## src/rtl/systolic_array_v2.sv

```systemverilog
// Weight-stationary systolic MAC tile: handshaked weight/activation/result streams,
// run-time chunk count, rounding + saturating requantisation. Define SA_RELU_EN to clamp negatives to 0.
module systolic_array_v2 #(
  parameter int BN_NUM     = 4,
  parameter int ACCU_NUM   = 2,
  parameter int BW_ACT     = 8,
  parameter int BW_WET     = 8,
  parameter int BW_ACCU    = 32,
  parameter int MAX_CHUNKS = 16
) (
  input  logic                         clk,
  input  logic                         reset,
  input  logic                         cfg_start,
  input  logic [$clog2(MAX_CHUNKS):0]  cfg_chunks,
  input  logic [7:0]                   cfg_shift,
  output logic                         busy,
  input  logic                         wet_valid,
  output logic                         wet_ready,
  input  logic [ACCU_NUM*BW_WET-1:0]   wet_in,
  input  logic                         act_valid,
  output logic                         act_ready,
  input  logic [ACCU_NUM*BW_ACT-1:0]   act_in,
  output logic                         out_valid,
  input  logic                         out_ready,
  output logic [BW_ACT-1:0]            out_data,
  output logic [$clog2(BN_NUM)-1:0]    out_row,
  output logic                         done
);
  // state  | meaning
  // IDLE   | waiting for cfg_start
  // LOAD_W | accepting one beat of stationary lane weights
  // STREAM | accepting BN_NUM activation beats, beat r -> row r
  // DRAIN  | ACCU_NUM+1 cycles for the lane pipeline to empty
  // OUTPUT | presenting requantised rows 0..BN_NUM-1
  // DONE   | one-cycle done pulse
  typedef enum logic [2:0] {S_IDLE, S_LOAD_W, S_STREAM, S_DRAIN, S_OUTPUT, S_DONE} state_t;

  localparam int CW     = $clog2(MAX_CHUNKS) + 1;
  localparam int RW     = $clog2(BN_NUM);
  localparam int DW     = $clog2(ACCU_NUM + 1);
  localparam int SW     = $clog2(BW_ACCU);
  localparam int AW     = BW_ACCU + 1;
  localparam int PW     = BW_ACT + BW_WET;
  localparam int SAT_HI = 2**(BW_ACT-1) - 1;
  localparam int SAT_LO = -(2**(BW_ACT-1));
  localparam logic [RW-1:0] LAST_ROW = RW'(BN_NUM - 1);

  state_t                    state, state_nxt;
  logic [CW-1:0]             chunks_q, chunk_cnt;
  logic [7:0]                shift_q;
  logic [RW-1:0]             row_cnt;
  logic [DW-1:0]             drain_cnt;
  logic                      wet_fire, act_fire, out_fire;

  logic signed [BW_WET-1:0]  w_q      [ACCU_NUM];
  logic signed [BW_ACT-1:0]  in_act   [ACCU_NUM];
  logic                      in_vld;
  logic [RW-1:0]             in_row;
  logic signed [BW_ACT-1:0]  lane_act [ACCU_NUM];
  logic signed [PW-1:0]      prod     [ACCU_NUM];
  logic signed [BW_ACCU-1:0] psum_q   [ACCU_NUM];
  logic                      vld_q    [ACCU_NUM];
  logic [RW-1:0]             row_q    [ACCU_NUM];
  logic signed [BW_ACCU-1:0] acc      [BN_NUM];

  logic signed [BW_ACCU-1:0] acc_sel;
  logic [SW-1:0]             s_amt;
  logic signed [AW-1:0]      rq_sum, rq_shift;
  logic signed [BW_ACT-1:0]  rq_sat;

  assign wet_fire = wet_valid & wet_ready;
  assign act_fire = act_valid & act_ready;
  assign out_fire = out_valid & out_ready;

  always_ff @(posedge clk) begin
    if (reset) state <= S_IDLE;
    else       state <= state_nxt;
  end

  always_comb begin
    state_nxt = state;
    wet_ready = 1'b0;
    act_ready = 1'b0;
    out_valid = 1'b0;
    done      = 1'b0;
    case (state)
      S_IDLE:
        if (cfg_start) state_nxt = (cfg_chunks == '0) ? S_OUTPUT : S_LOAD_W;
      S_LOAD_W: begin
        wet_ready = 1'b1;
        if (wet_valid) state_nxt = S_STREAM;
      end
      S_STREAM: begin
        act_ready = 1'b1;
        if (act_valid && row_cnt == LAST_ROW) state_nxt = S_DRAIN;
      end
      S_DRAIN:
        if (drain_cnt == '0)
          state_nxt = ((chunk_cnt + CW'(1)) < chunks_q) ? S_LOAD_W : S_OUTPUT;
      S_OUTPUT: begin
        out_valid = 1'b1;
        if (out_ready && row_cnt == LAST_ROW) state_nxt = S_DONE;
      end
      S_DONE: begin
        done      = 1'b1;
        state_nxt = S_IDLE;
      end
      default: state_nxt = S_IDLE;
    endcase
  end

  // row_cnt is shared: beat index while streaming, result index while outputting
  always_ff @(posedge clk) begin
    if (reset) begin
      chunks_q  <= '0;
      shift_q   <= '0;
      chunk_cnt <= '0;
      row_cnt   <= '0;
      drain_cnt <= '0;
      for (int k = 0; k < ACCU_NUM; k++) w_q[k] <= '0;
    end else begin
      if (state == S_IDLE && cfg_start) begin
        chunks_q  <= cfg_chunks;
        shift_q   <= cfg_shift;
        chunk_cnt <= '0;
        row_cnt   <= '0;
      end
      if (wet_fire)
        for (int k = 0; k < ACCU_NUM; k++) w_q[k] <= wet_in[k*BW_WET +: BW_WET];
      if (act_fire || out_fire)
        row_cnt <= (row_cnt == LAST_ROW) ? '0 : row_cnt + RW'(1);
      if (act_fire && row_cnt == LAST_ROW)
        drain_cnt <= DW'(ACCU_NUM);
      else if (state == S_DRAIN) begin
        if (drain_cnt == '0) chunk_cnt <= chunk_cnt + CW'(1);
        else                 drain_cnt <= drain_cnt - DW'(1);
      end
    end
  end

  // Lane k sees its activation k cycles after lane 0, in step with the rippling partial sum
  for (genvar k = 0; k < ACCU_NUM; k++) begin : g_lane
    if (k == 0) begin : g_direct
      assign lane_act[k] = in_act[k];
    end else begin : g_skew
      logic signed [BW_ACT-1:0] skew_q [k];
      always_ff @(posedge clk) begin
        if (reset) begin
          for (int i = 0; i < k; i++) skew_q[i] <= '0;
        end else begin
          skew_q[0] <= in_act[k];
          for (int i = 1; i < k; i++) skew_q[i] <= skew_q[i-1];
        end
      end
      assign lane_act[k] = skew_q[k-1];
    end
    assign prod[k] = lane_act[k] * w_q[k];
  end

  always_ff @(posedge clk) begin
    if (reset) begin
      in_vld <= 1'b0;
      in_row <= '0;
      for (int k = 0; k < ACCU_NUM; k++) begin
        in_act[k] <= '0;
        psum_q[k] <= '0;
        vld_q[k]  <= 1'b0;
        row_q[k]  <= '0;
      end
      for (int r = 0; r < BN_NUM; r++) acc[r] <= '0;
    end else begin
      in_vld <= act_fire;
      if (act_fire) begin
        in_row <= row_cnt;
        for (int k = 0; k < ACCU_NUM; k++) in_act[k] <= act_in[k*BW_ACT +: BW_ACT];
      end
      psum_q[0] <= BW_ACCU'(prod[0]);
      vld_q[0]  <= in_vld;
      row_q[0]  <= in_row;
      for (int k = 1; k < ACCU_NUM; k++) begin
        psum_q[k] <= psum_q[k-1] + BW_ACCU'(prod[k]);
        vld_q[k]  <= vld_q[k-1];
        row_q[k]  <= row_q[k-1];
      end
      if (state == S_IDLE && cfg_start) begin
        for (int r = 0; r < BN_NUM; r++) acc[r] <= '0;
      end else if (vld_q[ACCU_NUM-1]) begin
        acc[row_q[ACCU_NUM-1]] <= acc[row_q[ACCU_NUM-1]] + psum_q[ACCU_NUM-1];
      end
    end
  end

  // One guard bit above the accumulator keeps the rounding add from overflowing
  always_comb begin
    acc_sel  = acc[row_cnt];
    s_amt    = (shift_q > 8'(BW_ACCU-1)) ? SW'(BW_ACCU-1) : shift_q[SW-1:0];
    rq_sum   = {acc_sel[BW_ACCU-1], acc_sel};
    if (s_amt != '0) rq_sum = rq_sum + (AW'(1) << (s_amt - SW'(1)));
    rq_shift = rq_sum >>> s_amt;
    if (rq_shift > AW'(SAT_HI))      rq_sat = BW_ACT'(SAT_HI);
    else if (rq_shift < AW'(SAT_LO)) rq_sat = BW_ACT'(SAT_LO);
    else                             rq_sat = rq_shift[BW_ACT-1:0];
`ifdef SA_RELU_EN
    if (rq_sat[BW_ACT-1]) rq_sat = '0;
`else
    rq_sat = rq_sat;
`endif
  end

  assign busy     = (state != S_IDLE);
  assign out_data = out_valid ? rq_sat : '0;
  assign out_row  = out_valid ? row_cnt : '0;

endmodule

```

## config.mk

```make
export PLATFORM = sky130hd
export DESIGN_NAME = systolic_array_v2
export DESIGN_NICKNAME = d
export VERILOG_FILES = /design/src/rtl/systolic_array_v2.sv
export SDC_FILE = /design/constraint.sdc
export NUM_CORES = 1
export LEC_CHECK = 0
export CORE_MARGIN = 3
export CORE_UTILIZATION = 45
export DETAILED_ROUTE_END_ITERATION = 12
export HOLD_SLACK_MARGIN = 0.06
export PLACE_DENSITY = 0.59
export SLEW_MARGIN = 20
export SYNTH_ARGS = -nofsm -noshare
export SYNTH_HDL_FRONTEND = slang
export SYNTH_SLANG_ARGS = --single-unit
```

## constraint.sdc

```tcl
create_clock -name clk -period 7.35 [get_ports clk]
set_input_delay 1.1025 -clock clk [delete_from_list [all_inputs] [get_ports clk]]
set_output_delay 1.1025 -clock clk [all_outputs]
set_load 0.005 [all_outputs]
```

==> flow_metrics.py <==
metrics = {
    "synthesis": {
        "synth-edff-count": 160,
        "syn_area_per_cell_um2": 9.36,
        "ys_ff_latch": 252,
        "synth-seq-area-share_pct": 29.7,
        "syn_nets": 2723,
        "synth_top_area_share_pct": 21.5,
        "syn_inst": 2392,
        "synth_area_leaders": "edfxtp_1 (21%), fa_1 (12%), dfxtp_1 (8.2%)",
        "async_flop_share_pct": 0,
        "synth_area_leader_cell": "edfxtp_1",
        "ys_types": 98,
        "synthesis.area_um2": 22400,
        "synth-main-ff-cell": "edfxtp_1",
        "synth_common_cells": "nor2_1 (278), inv_1 (199), nand2_1 (197)",
        "synthMostInstantiatedCell": "nor2_1",
        "yosys_warnings": 0,
    },
    "sta": {
        "timing.final.ws_setup_ns": 0.121,
        "final.min_clock_period_ns": 7.23,
        "fin_skew_ns": 0.0209,
        "setup_violations": 0,
        "fin_tns_setup_ns": 0,
        "tightest_slew_ns": 0.933,
        "final-hold-violation-count": 0,
        "finalCritPeriodShare_pct": 98.4,
        "hold_slack_ns": 0.441,
        "drv_slew": 0,
        "max_freq_mhz": 138,
        "slew_headroom_pct": 36.2,
    },
    "power": {
        "power.total_mw": 10.7,
        "vdd_drop_max_uv": 262,
        "power_leakage_nw": 11.0,
        "p_per_area_nw_per_um2": 406,
    },
    "detailed_routing": {
        "drc": 0,
        "first_pass_iters": 6,
        "first_iter_violations": 1441,
        "wl_um": 67400,
        "viasPerCell": 5.87,
        "vias": 18800,
        "wl_per_cell_um": 21.0,
        "ant_nets": 0,
    },
    "hold_path": {
        "holdPathEnd": "row_q[0][2]",
        "hp-start": "row_q[0][0]",
        "whs_path_depth": 1,
        "hold_path.class": "flop to flop",
    },
    "setup_path": {
        "r2r_setup_slack_ns": 0.75,
        "cp-startpoint": "shift_q[0]",
        "r2r-end": "psum_q[0][61]",
        "reg2regPathDepth": 21,
        "cp.arrival_ns": 6.13,
        "required_ns": 6.25,
        "critical_path_class": "flop to output pin",
        "r2r-start": "w_q[0][15]",
        "cp-start-kind": "flop",
        "cp_max_fo": 6,
        "cp-end-kind": "output pin",
    },
    "clocking": {
        "insertion_delay_ns": 0.56,
        "root_buffer": "clkbuf_16",
        "cts_inserted_buffers": 29,
        "htreeDepth": 1,
        "cts_buffer_depth": 3,
        "clkTransAtPathRegs_ns": 0.06,
        "cts.sinks": 252,
        "cts_tree": "done",
    },
    "grt": {
        "antenna_found_initial": 1,
        "track_usage_pct": 25.1,
        "first_global_vias": 18900,
        "grt_max_degree": 48,
        "grt_pass1_wl_um": 105000,
        "overflow": 0,
    },
    "placement": {
        "dp_slack_ns": 0.0274,
        "dpl_cell_area_um2": 24300,
        "numPortBuffers": 65,
        "dp.cells": 3111,
        "gp_congestion": 0.948,
        "dpl.hpwl_um": 51300,
    },
    "die": {
        "fp.dieH_um": 229,
        "die_x_um": 229,
        "num_io_pins": 66,
        "rows": 81,
        "design.core.area_um2": 49100,
        "die_area_um2": 52500,
        "start_util_pct": 45.6,
    },
    "cells_and_area": {
        "fin_util_pct": 54.0,
        "area_growth_pct": 18.3,
        "final_net_count": 2851,
        "fin_area_um2": 26500,
        "stdcell_count": 3208,
        "drive_above_1_share_pct": 17.8,
    },
    "run_status": {
        "status": "completed",
    },
    "job": {
        "cap_violations": 0,
    },
}
## final cells by class
cell class | count | area [µm²]
Antenna cell | 1 | 2.50
Clock buffer | 38 | 811
Clock inverter | 16 | 149
Fill cell | 4525 | 22600
Inverter | 199 | 751
Multi-Input combinational cell | 1816 | 15400
Sequential cell | 252 | 6650
Tap cell | 664 | 831
Timing Repair Buffer | 222 | 1900
## metal layers
| layer | share of wire (%) | GRT usage [%] |
|---|---|---|
| met5 | 0 | 0 |
| met4 | 2.7 | 6.39 |
| met3 | 5.4 | 2.25 |
| met2 | 50 | 44.5 |
| met1 | 42 | 33.2 |
## timing repair
action                     CTS  global route
cloned                       0             1
pin swaps                   33            45
gates resized for setup     78           127
hold buffers                 0             0
buffers inserted            18            23
setup endpoints to repair    7             7
## worst max-delay path: stages (launching register included)
cell and delay, ns:
dfxtp_1 0.31, nor4_2 0.27, buf_4 0.18, xnor2_2 0.13
nand2_2 0.12, or3_4 0.41, inv_2 0.07, ha_4 0.20
a211oi_4 0.25, o211ai_2 0.18, and3_4 0.22, or3_4 0.37
o211a_4 0.27, a2111oi_4 0.31, buf_4 0.18, a211oi_4 0.05
a2111o_1 0.38, nand4_1 0.19, buf_4 0.16, buf_4 0.10
nand4_1 0.14, o41ai_4 0.41, a31oi_4 0.15, buf_6 0.16
o21ai_1 0.15, clkdlybuf4s15_2 0.22
## worst max path at each step
stage / end / slack, ns
finish: out_data[1] / 0.12
global placement: out_data[0] / 0.07
floorplan: out_data[0] / 0.49
CTS: out_data[6] / 0.0003
global route: out_data[1] / -0.08
detailed placement: out_data[1] / 0.03
## power by group
group	leakage [nW]	internal, mW	switching [mW]
Clock	0.482	0.850	0.587
Sequential	2.48	1.86	0.198
Combinational	8.04	2.87	4.37
Total	11.0	5.59	5.15
## placed cells by master (no fill, tap or decap), drive strengths merged, types with 8 or more instances in the layout
cell	count
nor2b	34
xnor2	56
a31oi	24
xor2	22
nand4	24
inv	200
a211oi	30
dfxtp	92
ha	143
mux4	64
and3	19
o211ai	32
a21oi	154
nor4	20
o21ai	101
clkdlybuf4s50	57
a22oi	8
nand2b	29
o21bai	23
buf	157
nand2	198
nor2	278
clkinv	12
clkbuf	41
and2	104
fa	137
a21o	32
edfxtp	160
nor3b	8
o21a	13
nand3	44
o22ai	9
or3	15
mux2i	27
o31ai	15
nor3	52
## state kept, by name, indices dropped and copies added, names as in the netlist, 3 cells and up, named ones only
signal / count
g_lane.g_skew.skew_q: 8
psum_q: 48
state: 3
shift_q: 8
in_act: 16
chunk_cnt: 5
chunks_q: 5
row_q: 4
acc: 128
w_q: 16
## kinds of logic (layout without fill, tap and decap cells)
family | after synthesis | after routing | synth area share (%)
adders and majority gates | 280 | 280 | 20.2
AOI/OAI and AO/OA | 514 | 514 | 15.4
xor gates and xnor gates | 78 | 78 | 3.05
DFF | 252 | 252 | 29.7
muxes | 95 | 95 | 7.86
buffers and inverters | 324 | 475 | 5.53
and+or+nand+nor | 849 | 849 | 18.2
other | 0 | 1 | 0
No activity file was read; power rests on OpenSTA's default activity.
